### src/rtl/dwc_sched.sv
// Duplicate-with-compare scheduler: pairs one result from each core, issues a compare, retries or faults.
// Optional DWC_SCHED_ERR_COUNT_EN adds err_total, a saturating mismatch+timeout counter.
module dwc_sched #(
    parameter int unsigned DW        = 32,
    parameter int unsigned MAX_RETRY = 3,
    parameter int unsigned TIMEOUT   = 1024,
    localparam int unsigned RCW      = (MAX_RETRY > 0) ? $clog2(MAX_RETRY + 1) : 1
) (
    input  logic           clk,
    input  logic           reset,
    input  logic           a_valid,
    input  logic [DW-1:0]  a_data,
    output logic           a_ack,
    input  logic           b_valid,
    input  logic [DW-1:0]  b_data,
    output logic           b_ack,
    output logic           cmp_start,
    output logic [DW-1:0]  cmp_a,
    output logic [DW-1:0]  cmp_b,
    input  logic           cmp_done,
    input  logic           cmp_match,
    output logic           result_ok,
    output logic           retry_req,
    output logic           timeout,
    output logic           fault,
    output logic           irq,
    input  logic           fault_clr,
    output logic [RCW-1:0] retry_cnt
`ifdef DWC_SCHED_ERR_COUNT_EN
    ,
    output logic [15:0]    err_total
`endif
);

    localparam int unsigned TW = (TIMEOUT > 1) ? $clog2(TIMEOUT) : 1;

    typedef enum logic [2:0] {
        S_COLLECT,
        S_COMPARE,
        S_WAIT_CMP,
        S_RETRY,
        S_FAULT
    } state_e;

    state_e         state_q;
    logic           a_got_q, b_got_q;
    logic [TW-1:0]  timer_q;
    logic [RCW-1:0] retry_cnt_q;
    logic [DW-1:0]  cmp_a_q, cmp_b_q;
    logic           a_ack_q, b_ack_q, cmp_start_q;
    logic           result_ok_q, retry_req_q, timeout_q, fault_q;
`ifdef DWC_SCHED_ERR_COUNT_EN
    logic [15:0]    err_q;
`endif

    logic a_take, b_take, one_got, tmo_hit, mismatch;

    // A second capture on the expiry edge wins over the timeout.
    assign a_take   = (state_q == S_COLLECT) && a_valid && !a_got_q;
    assign b_take   = (state_q == S_COLLECT) && b_valid && !b_got_q;
    assign one_got  = a_got_q ^ b_got_q;
    assign tmo_hit  = (state_q == S_COLLECT) && one_got && !a_take && !b_take
                      && (timer_q == TW'(TIMEOUT - 1));
    assign mismatch = tmo_hit || ((state_q == S_WAIT_CMP) && cmp_done && !cmp_match);

    always_ff @(posedge clk or posedge reset) begin
        if (reset) begin
            state_q     <= S_COLLECT;
            a_got_q     <= 1'b0;
            b_got_q     <= 1'b0;
            timer_q     <= '0;
            retry_cnt_q <= '0;
            cmp_a_q     <= '0;
            cmp_b_q     <= '0;
            a_ack_q     <= 1'b0;
            b_ack_q     <= 1'b0;
            cmp_start_q <= 1'b0;
            result_ok_q <= 1'b0;
            retry_req_q <= 1'b0;
            timeout_q   <= 1'b0;
            fault_q     <= 1'b0;
        end else begin
            a_ack_q     <= 1'b0;
            b_ack_q     <= 1'b0;
            cmp_start_q <= 1'b0;
            result_ok_q <= 1'b0;
            retry_req_q <= 1'b0;
            timeout_q   <= tmo_hit;

            case (state_q)
                S_COLLECT: begin
                    if (a_got_q && b_got_q) begin
                        state_q     <= S_COMPARE;
                        cmp_start_q <= 1'b1;
                    end else begin
                        if (a_take) begin
                            cmp_a_q <= a_data;
                            a_got_q <= 1'b1;
                            a_ack_q <= 1'b1;
                        end
                        if (b_take) begin
                            cmp_b_q <= b_data;
                            b_got_q <= 1'b1;
                            b_ack_q <= 1'b1;
                        end
                        // Timer idles at 0 until the first capture, then runs while only one is held.
                        if (!a_got_q && !b_got_q) begin
                            timer_q <= '0;
                        end else if (one_got) begin
                            timer_q <= timer_q + TW'(1);
                        end
                    end
                end
                S_COMPARE: begin
                    state_q <= S_WAIT_CMP;
                end
                S_WAIT_CMP: begin
                    if (cmp_done && cmp_match) begin
                        result_ok_q <= 1'b1;
                        retry_cnt_q <= '0;
                        a_got_q     <= 1'b0;
                        b_got_q     <= 1'b0;
                        state_q     <= S_COLLECT;
                    end
                end
                S_RETRY: begin
                    retry_req_q <= 1'b1;
                    a_got_q     <= 1'b0;
                    b_got_q     <= 1'b0;
                    timer_q     <= '0;
                    state_q     <= S_COLLECT;
                end
                S_FAULT: begin
                    if (fault_clr) begin
                        fault_q     <= 1'b0;
                        retry_cnt_q <= '0;
                        a_got_q     <= 1'b0;
                        b_got_q     <= 1'b0;
                        timer_q     <= '0;
                        state_q     <= S_COLLECT;
                    end
                end
                default: begin
                    state_q <= S_COLLECT;
                end
            endcase

            // Shared mismatch/timeout path overrides the per-state next state.
            if (mismatch) begin
                if (retry_cnt_q < RCW'(MAX_RETRY)) begin
                    state_q     <= S_RETRY;
                    retry_cnt_q <= retry_cnt_q + RCW'(1);
                end else begin
                    state_q <= S_FAULT;
                    fault_q <= 1'b1;
                end
            end
        end
    end

`ifdef DWC_SCHED_ERR_COUNT_EN
    // Saturating lifetime error count; only reset clears it.
    always_ff @(posedge clk or posedge reset) begin
        if (reset) begin
            err_q <= '0;
        end else if (mismatch && (err_q != 16'hFFFF)) begin
            err_q <= err_q + 16'd1;
        end
    end

    assign err_total = err_q;
`endif

    assign a_ack     = a_ack_q;
    assign b_ack     = b_ack_q;
    assign cmp_start = cmp_start_q;
    assign cmp_a     = cmp_a_q;
    assign cmp_b     = cmp_b_q;
    assign result_ok = result_ok_q;
    assign retry_req = retry_req_q;
    assign timeout   = timeout_q;
    assign fault     = fault_q;
    assign irq       = fault_q;
    assign retry_cnt = retry_cnt_q;

endmodule

### config.mk
export PLATFORM = sky130hd
export DESIGN_NAME = dwc_sched
export DESIGN_NICKNAME = d
export VERILOG_FILES = /design/src/rtl/dwc_sched.sv
export SDC_FILE = /design/constraint.sdc
export NUM_CORES = 1
export LEC_CHECK = 0
export CORE_ASPECT_RATIO = 1.5
export CORE_MARGIN = 5
export CORE_UTILIZATION = 44
export DETAILED_ROUTE_END_ITERATION = 10
export PLACE_DENSITY = 0.8
export SYNTH_ARGS = -nofsm -noshare
export SYNTH_HDL_FRONTEND = slang
export SYNTH_SLANG_ARGS = --single-unit
### constraint.sdc
create_clock -name clk -period 3.15 [get_ports clk]
set_input_delay 0.63 -clock clk [delete_from_list [all_inputs] [get_ports clk]]
set_output_delay 0.63 -clock clk [all_outputs]
set_load 0.01 [all_outputs]
==> results of run 1 <==
final timing paths:
| kind | end | cells after the start | from | slack [ns] |
|---|---|---|---|---|
| setup / recovery | cmp_a[20]$_DFFE_PP0P_ | 4 | state_q[2]$_DFFE_PP0P_ | 0.91 |
| hold / removal | cmp_b[31]$_DFFE_PP0P_ | 1 | cmp_b[31]$_DFFE_PP0P_ | 0.50 |
| setup reg to reg | cmp_a[20]$_DFFE_PP0P_ | 4 | state_q[2]$_DFFE_PP0P_ | 0.91 |
| hold reg to reg | cmp_b[31]$_DFFE_PP0P_ | 1 | cmp_b[31]$_DFFE_PP0P_ | 0.50 |
| max in group asynchronous | cmp_b[15]$_DFFE_PP0P_ | 3 | reset | 2.09 |
| min in group asynchronous | cmp_b[12]$_DFFE_PP0P_ | 3 | reset | 0.74 |
power by group:
| group | leakage [nW] | switching (W) | internal (W) |
|---|---|---|---|
| Combinational | 1.27 | 0.00101 | 0.00160 |
| Sequential | 1.08 | 0.000334 | 0.00166 |
| Clock | 0.132 | 0.000432 | 0.000533 |
| Total | 2.48 | 0.00178 | 0.00380 |
area by class of cell:
type,count,area (µm²),share of cell area
clock inverter,7,47.55,0.008503
tap,107,133.9,0.02394
multi-input combinational,160,1468,0.2625
sequential,88,2202,0.3938
inverter,12,46.29,0.008279
timing repair buffer,146,1469,0.2627
clock buffer,9,225.2,0.04028
flip-flops by register name (all words and copies together) (netlist names), 2 cells and up:
name	cells
cmp_a	32
cmp_b	32
retry_cnt	2
state_q	3
timer_q	10
routing by layer:
metal / global-route usage / wire length, µm
met5: 0 / 0
met3: 0.04368 / 574
met2: 0.3084 / 4864
met4: 0.09307 / 256
met1: 0.1854 / 3236
stage by stage:
stage	util	power [W]	cell area [µm²]
floorplan	-	0.003400	3815
global placement	0.6284	0.004570	5319
detailed placement	0.6284	0.004667	5319
CTS	0.6606	0.005660	5592
global route	0.6606	0.005896	5592
finish	0.6606	0.005576	5592
kinds of logic after synthesis:
group | Yosys count | share of synthesized area
AOI/OAI and AO/OA | 30 | 0.04756
adders and majority gates | 4 | 0.01312
buffers and inverters | 23 | 0.03805
DFF | 88 | 0.5772
muxes | 67 | 0.2256
and+or+nand+nor | 59 | 0.09839
cells in the final DEF, fill, tap and decap left out, types with 2 or more instances in the layout:
cell type / instances
o21ai_0: 12
ha_1: 4
or2_2: 5
clkbuf_16: 9
nand2_1: 6
clkinv_2: 4
or3_1: 4
a21o_1: 2
nor2b_1: 2
a21oi_1: 7
nor3_2: 2
o31ai_1: 3
mux2i_1: 2
mux2_2: 35
clkdlybuf4s50_1: 144
clkinvlp_4: 2
nor2_1: 5
nand3_1: 8
nand4_1: 4
dfrtp_1: 88
and3_1: 4
nor3_1: 4
mux2_4: 29
nor4_1: 3
inv_1: 11
nand2b_1: 3
==> qor.yml, run 1 <==
antenna_left: 0
postCtsHoldBufs: 0
crit_buf_inv: 0
num_io_pins: 145
worst_pin_slew_ns: 0.6330
dp_hpwl_um: 6788
crit_slowest_cell: "nand3_4"
crit_family: "simple AND/OR/NAND/NOR gates"
initial_core_util: 0.4507
syn_area_um2: 3815
holdWs_ns: 0.5017
dieHeight_um: 124.0
timing.max_slew.rel_slack: 0.5780
synth_top_cells_by_count: "dfrtp_1 (88), mux2_2 (35), mux2_4 (29)"
fin_crit_sh: 0.7111
viasPerCell: 5.091
crit_chain: "or3_4 > nor2_4 > nand3_4 > mux2_4"
area_growth_pct: 46.57
coreArea_um2: 8464
drc: 0
drive_gt1_frac: 0.2227
drv_cap: 0
ys_seq_area_frac: 0.5772
leakage_nw: 2.485
h-tree-depth: 3
yosysTopAreaCellShare: 0.5772
ctsLongestPathBuffers: 2
rsz0062_at_grt: "no"
synth_cell_types: 42
root_buffer: "clkbuf_16"
clock_latency_ns: 0.33
antenna_found_initial: 0
fp-row-count: 41
worst-endpoint-arrival_ns: 2.46
status: "completed"
cts_resized: 0
min_period_ns: 2.240
wl_per_cell_um: 16.88
synth_area_leader_cell: "dfrtp_1"
antennaDiodeCount: 0
vias: 2693
placed_cells: 513
overflow: 0
drt_wl_total_um: 8932
clock_skew_ns: 0.004640
globalplace.congestion: 0.8261
cp-start-kind: "flip-flop"
tns_ns: 0
grt_first_pass_wirelength_um: 14060
die-area_um2: 10670
critical_path_class: "reg2reg"
synthCells: 271
cts_setup_buffers: 0
place_ws_ns: 0.7579
slew_viol_final: 0
fillers: 644
port_buffers: 144
grt_use_total: 0.1728
p_per_area_nw_per_um2: 997.1
cts_tree: "done"
nNetsFinal: 492
cp_max_fo: 33
hold_violations: 0
synth-edff-count: 0
ir_drop_uv: 491.6
synthFlopType: "dfrtp_1"
drt_iter0_drc: 47
numCtsBuffers: 9
clk_pin_slew_ns: 0.06
grt_pass1_vias: 2855
instances_no_fill: 529
cts_sinks: 88
syn_area_per_cell_um2: 14.08
hold_class: "reg2reg"
cp-end-kind: "flip-flop"
yosysWarnings: 0
synthArstFlopShare: 1.000
fin_ws_ns: 0.9100
clock.fmax_mhz: 446.4
max_stage_delay_ns: 0.49
required_ns: 3.37
dr.pass1.iters: 4
setup_viol: 0
die_w_um: 86.03
ys_ff_latch: 88
synth.area.top_cells: "dfrtp_1 (58%), mux2_4 (11%), mux2_2 (10%)"
synth_nets: 346
synth.most_common_cell: "dfrtp_1"
grt_max_degree: 89
No activity file was read; power rests on OpenSTA's default activity.
==> run 2, diff against run 1 <==
--- a/config.mk
+++ b/config.mk
@@ -7,9 +7,9 @@
 export LEC_CHECK = 0
 export CORE_ASPECT_RATIO = 1.5
 export CORE_MARGIN = 5
-export CORE_UTILIZATION = 44
+export CORE_UTILIZATION = 40
 export DETAILED_ROUTE_END_ITERATION = 10
-export PLACE_DENSITY = 0.8
+export PLACE_DENSITY = 0.77
 export SYNTH_ARGS = -nofsm -noshare
 export SYNTH_HDL_FRONTEND = slang
 export SYNTH_SLANG_ARGS = --single-unit
==> constraint.sdc (replaced) <==
create_clock -name clk -period 1.91 [get_ports clk]
set_input_delay 0.382 -clock clk [delete_from_list [all_inputs] [get_ports clk]]
set_output_delay 0.382 -clock clk [all_outputs]
set_load 0.01 [all_outputs]
==> run 2 against run 1 <==
  * Cell count up 7.0%
  * Core utilization down 0.86 points
  * Clock power up 94%
  * Combinational power up 97%
  * Global-route usage up 0.27 points
  * Sequential power up 63%
  * Flip-flop and latch count unchanged
  * Sequential share of layout area down 3.1 points
  * Via count up 6.3%
  * Worst setup slack worse by 0.86 ns
  * Largest cell class unchanged
  * Worst hold slack worse by 0.084 ns
  * Cell area up 8.5%
==> qor.yml, run 2 (synthesized netlist as in run 1, its figures left out) <==
leakage_nw: 2.731  # was 2.485 nW
ir_drop_uv: 940.1  # was 491.6 µV
viasPerCell: 5.058  # was 5.091
p_total_w: 0.01028  # was 0.005576 W
drv_cap: 0  # unchanged
dr.pass1.iters: 4  # unchanged
mostFrequentLayoutCell: "clkdlybuf4s50_1"  # unchanged
dp_hpwl_um: 7356  # was 6788 µm
cts_sinks: 88  # unchanged
overflow: 0  # unchanged
cp-end-kind: "flip-flop"  # unchanged
die_w_um: 89.74  # was 86.03 µm
tns_ns: 0  # unchanged
clock.fmax_mhz: 537.2  # was 446.4 MHz
required_ns: 2.13  # was 3.37 ns
fp-row-count: 43  # was 41
cts_tree: "done"  # unchanged
grt_first_pass_wirelength_um: 16400  # was 14060 µm
hold_violations: 0  # unchanged
holdWs_ns: 0.4179  # was 0.5017 ns
drive_gt1_frac: 0.2907  # was 0.2227
die-area_um2: 11630  # was 10670 µm²
crit_family: "simple AND/OR/NAND/NOR gates"  # unchanged
clock_skew_ns: 0.007571  # was 0.004640 ns
cp_common_cell: "buf_12"
drc: 0  # unchanged
worst-endpoint-arrival_ns: 2.08  # was 2.46 ns
crit_slowest_cell: "dfrtp_2"  # was nand3_4
timing.max_slew.rel_slack: 0.5926  # was 0.5780
root_buffer: "clkbuf_16"  # unchanged
cp-start-kind: "flip-flop"  # unchanged
coreArea_um2: 9308  # was 8464 µm²
globalplace.congestion: 0.8463  # was 0.8261
grt_max_degree: 36  # was 89
antenna_found_initial: 0  # unchanged
antenna_left: 0  # unchanged
status: "completed"  # unchanged
setup_viol: 0  # unchanged
hold_class: "in2async"  # was reg2reg
numCtsBuffers: 9  # unchanged
crit_buf_inv: 2  # was 0
port_buffers: 144  # unchanged
dieHeight_um: 129.6  # was 124.0 µm
grt_pass1_vias: 3189  # was 2855
drt_iter0_drc: 92  # was 47
placed_cells: 540  # was 513
nNetsFinal: 524  # was 492
clock_latency_ns: 0.33  # about the same
max_stage_delay_ns: 0.46  # was 0.49 ns
crit_chain: "or3_4 > nor2_4 > nand3_4 > buf_12 > buf_12 > mux2_4"  # was or3_4 > nor2_4 > nand3_4 > mux2_4
min_period_ns: 1.861  # was 2.240 ns
fin_crit_sh: 0.9746  # was 0.7111
num_io_pins: 145  # unchanged
ctsLongestPathBuffers: 2  # unchanged
cp_max_fo: 7  # was 33
postCtsHoldBufs: 0  # unchanged
area_growth_pct: 59.07  # was 46.57%
antennaDiodeCount: 0  # unchanged
initial_core_util: 0.4099  # was 0.4507
instances_no_fill: 566  # was 529
worst_pin_slew_ns: 0.6097  # was 0.6330 ns
critical_path_class: "reg2reg"  # unchanged
slew_viol_final: 0  # unchanged
layout_common_cells: "clkdlybuf4s50_1 (144), dfrtp_1 (86), mux2_2 (35), mux2_4 (29), buf_4 (22)"  # was clkdlybuf4s50_1 (144), dfrtp_1 (88), mux2_2 (35), mux2_4 (29), o21ai_0 (12)
clk_pin_slew_ns: 0.06  # about the same
drt_wl_total_um: 10080  # was 8932 µm
wl_per_cell_um: 17.81  # was 16.88 µm
grt_use_total: 0.1755  # was 0.1728
vias: 2863  # was 2693
h-tree-depth: 3  # unchanged
p_per_area_nw_per_um2: 1694  # was 997.1 nW/µm²
run 2: changes by cell type in the layout (fill, tap and decap cells not counted), moves of 2 or more:
cell | previous run | this run
buf_4 | 1 | 22
clkinv_2 | 4 | 0
dfrtp_1 | 88 | 86
buf_6 | 0 | 2
nor3_2 | 2 | 0
nor2_1 | 5 | 3
nor3_4 | 0 | 2
clkbuf_8 | 0 | 4
dfrtp_2 | 0 | 2
buf_12 | 1 | 7
run 2: timing repair:
item,CTS,global route
pin swaps,5,1
endpoints found under the hold margin,0,0
setup endpoints to repair,34,11
buffers inserted,9,0
cloned,2,1
gates resized for setup,5,9
run 2: layout make-up:
cell class	count	area, µm²
multi-input combinational	160	1514
fill	672	3239
clock buffer	13	280.3
sequential	88	2205
timing repair buffer	178	1834
tap	112	140.1
clock inverter	3	46.29
inverter	12	48.80
run 2: final timing paths:
check	from	endpoint	cells past startpoint	slack (ns)
max in group asynchronous	reset	cmp_a[29]$_DFFE_PP0P_	3	0.93
hold reg to reg	cmp_b[28]$_DFFE_PP0P_	cmp_b[28]$_DFFE_PP0P_	1	0.50
setup / recovery	state_q[2]$_DFFE_PP0P_	cmp_a[19]$_DFFE_PP0P_	6	0.05
hold / removal	reset	cmp_a[7]$_DFFE_PP0P_	2	0.42
min in group clk	cmp_b[28]$_DFFE_PP0P_	cmp_b[28]$_DFFE_PP0P_	1	0.50
setup reg to reg	state_q[2]$_DFFE_PP0P_	cmp_a[19]$_DFFE_PP0P_	6	0.05
run 2: layer usage:
metal | track usage | up-vias | routed length (µm)
met5 | 0 | - | 0
met4 | 0.06495 | 0 | 214
met3 | 0.04472 | 20 | 525
met2 | 0.3315 | 110 | 5669
met1 | 0.1867 | 1409 | 3670
li1 | - | 1324 | -
run 2: report_power, final:
group	internal, W	switching, W
sequential	0.00275	0.000526
combinational	0.00318	0.00196
clock	0.00116	0.000709
run 2: metrics by stage:
stage / worst slack [ns] / util / area, µm²
after global placement: -0.4792 / 0.5969 / 5555
after detailed placement: -0.4362 / 0.5969 / 5555
final: 0.04857 / 0.6520 / 6068
after CTS: 0.0009914 / 0.6478 / 6030
after floorplan: 0.1069 / - / 3819
after global routing: -0.0001084 / 0.6520 / 6068
==> run 3, diff against run 2 <==
--- a/config.mk
+++ b/config.mk
@@ -5,11 +5,13 @@
 export SDC_FILE = /design/constraint.sdc
 export NUM_CORES = 1
 export LEC_CHECK = 0
+export CELL_PAD_IN_SITES_DETAIL_PLACEMENT = 1
+export CELL_PAD_IN_SITES_GLOBAL_PLACEMENT = 1
 export CORE_ASPECT_RATIO = 1.5
 export CORE_MARGIN = 5
-export CORE_UTILIZATION = 40
+export CORE_UTILIZATION = 31
 export DETAILED_ROUTE_END_ITERATION = 10
-export PLACE_DENSITY = 0.77
+export PLACE_DENSITY_LB_ADDON = 0.1
 export SYNTH_ARGS = -nofsm -noshare
 export SYNTH_HDL_FRONTEND = slang
 export SYNTH_SLANG_ARGS = --single-unit
==> run 3 against run 2 <==
  * Clock skew increased by 0.00089 ns
  * Cell area grew 0.25%
  * Sequential power about the same
  * Fmax shrank 1.2%
==> qor.yml, run 3 (synthesized netlist as in run 1, its figures left out) <==
status: "completed"  # unchanged
vias: 2879  # was 2863
drt_iter0_drc: 33  # was 92
viasPerCell: 4.681  # was 5.058
ir_drop_uv: 600.7  # was 940.1 µV
slew_viol_final: 0  # unchanged
antenna_found_initial: 0  # unchanged
setup_viol: 0  # unchanged
overflow: 0  # unchanged
clk_pin_slew_ns: 0.07  # was 0.06 ns
clock_skew_ns: 0.008462  # was 0.007571 ns
worst-endpoint-arrival_ns: 2.11  # was 2.08 ns
placed_cells: 585  # was 540
finish.utilization: 0.5062  # was 0.6520
dp_hpwl_um: 8139  # was 7356 µm
ctsLongestPathBuffers: 2  # unchanged
initial_core_util: 0.3175  # was 0.4099
port_buffers: 144  # unchanged
grt_first_pass_wirelength_um: 17480  # was 16400 µm
worst_pin_slew_ns: 0.5287  # was 0.6097 ns
place_ws_ns: -0.6232  # was -0.4362 ns
root_buffer: "clkbuf_16"  # unchanged
instances_no_fill: 615  # was 566
wl_per_cell_um: 17.78  # was 17.81 µm
hold_violations: 0  # unchanged
die_w_um: 100.6  # was 89.74 µm
antenna_left: 0  # unchanged
mostFrequentLayoutCell: "clkdlybuf4s50_1"  # unchanged
numCtsBuffers: 9  # unchanged
rsz0062_at_grt: "yes"
nNetsFinal: 532  # was 524
globalplace.congestion: 0.7322  # was 0.8463
leakage_nw: 2.720  # was 2.731 nW
drc: 0  # unchanged
antennaDiodeCount: 0  # unchanged
cts_tree: "done"  # unchanged
fin_crit_sh: 0.9868  # was 0.9746
cp-end-kind: "flip-flop"  # unchanged
tns_ns: 0  # unchanged
cts_sinks: 88  # unchanged
grt_pass1_vias: 3217  # was 3189
postCtsHoldBufs: 0  # unchanged
h-tree-depth: 3  # unchanged
clock_latency_ns: 0.34  # was 0.33 ns
layout_common_cells: "clkdlybuf4s50_1 (144), dfrtp_1 (87), mux2_2 (35), buf_4 (33), mux2_4 (29)"  # was clkdlybuf4s50_1 (144), dfrtp_1 (86), mux2_2 (35), mux2_4 (29), buf_4 (22)
required_ns: 2.13  # about the same
critical_path_class: "reg2reg"  # unchanged
grt_use_total: 0.1535  # was 0.1755
grt_max_degree: 67  # was 36
dr.pass1.iters: 4  # unchanged
clock.fmax_mhz: 530.6  # was 537.2 MHz
coreArea_um2: 12020  # was 9308 µm²
drt_wl_total_um: 10930  # was 10080 µm
drv_cap: 0  # unchanged
p_per_area_nw_per_um2: 1664  # was 1694 nW/µm²
num_io_pins: 145  # unchanged
fp-row-count: 49  # was 43
area_growth_pct: 59.46  # was 59.07%
p_total_w: 0.01012  # was 0.01028 W
cp-start-kind: "flip-flop"  # unchanged
min_period_ns: 1.885  # was 1.861 ns
drive_gt1_frac: 0.2922  # was 0.2907
die-area_um2: 14670  # was 11630 µm²
dieHeight_um: 145.9  # was 129.6 µm
cp_max_fo: 10  # was 7
fin_ws_ns: 0.02520  # was 0.04857 ns
hold_class: "reg2reg"  # was in2async
timing.max_slew.rel_slack: 0.6456  # was 0.5926
## run 3: changes by cell type in the layout (fill, tap and decap cells not counted), sizes merged
cell | before | now
clkbuf | 13 | 11
bufinv | 1 | 0
clkinv | 0 | 1
clkinvlp | 2 | 4
buf | 33 | 41
## run 3: repair_timing
item                                    in CTS  in global routing
buffers inserted                             9                  4
pin swaps                                    4                  5
endpoints found under the setup margin      36                 72
gates resized for setup                      3                 10
cloned                                       2                  0
## run 3: final cells by class
class                           instances  area, µm²
Fill cell                            1273       5933
Sequential cell                        88       2203
Timing Repair Buffer                  186       1863
Multi-Input combinational cell        160       1494
Clock buffer                           11      242.7
Tap cell                              153      191.4
Inverter                               12      48.80
Clock inverter                          5      40.04
## run 3: critical path, stage by stage, from the launching register on
cell	delay, ns
dfrtp_1	0.39
buf_6	0.14
or3_4	0.39
nor2_4	0.13
nand3_4	0.11
buf_4	0.17
buf_16	0.15
mux2_4	0.29
## run 3: through the flow
step | hold WS, ns | cell area [µm²]
floorplan | 0.4899 | 3819
global placement | 0.4845 | 5612
detailed placement | 0.4853 | 5612
CTS | 0.4990 | 6032
global route | 0.5111 | 6083
finish | 0.4936 | 6083
## run 3: metal layers
metal	part of all wire	up-vias	wire length [µm]	global-route usage
met5	0	-	0	0
met4	0.022	0	241	0.05866
met2	0.55	69	5967	0.2782
li1	-	1339	-	-
met1	0.39	1454	4248	0.1722
met3	0.043	17	475	0.03213
## run 3: final timing paths
path	to	slack, ns	depth (start not counted)	from
max	cmp_a[1]$_DFFE_PP0P_	0.03	7	state_q[1]$_DFFE_PP0P_
min	cmp_b[28]$_DFFE_PP0P_	0.49	1	cmp_b[28]$_DFFE_PP0P_
max reg2reg	cmp_a[1]$_DFFE_PP0P_	0.03	7	state_q[1]$_DFFE_PP0P_
min reg2reg	cmp_b[28]$_DFFE_PP0P_	0.49	1	cmp_b[28]$_DFFE_PP0P_
max in group asynchronous	state_q[0]$_DFFE_PP0P_	1.09	3	reset
min in group asynchronous	cmp_a[0]$_DFFE_PP0P_	0.51	3	reset
## run 3: power breakdown
| part | internal [W] | switching, W |
|---|---|---|
| Combinational | 0.00323 | 0.00195 |
| Sequential | 0.00274 | 0.000525 |
| Clock | 0.000925 | 0.000752 |
| Total | 0.00690 | 0.00323 |
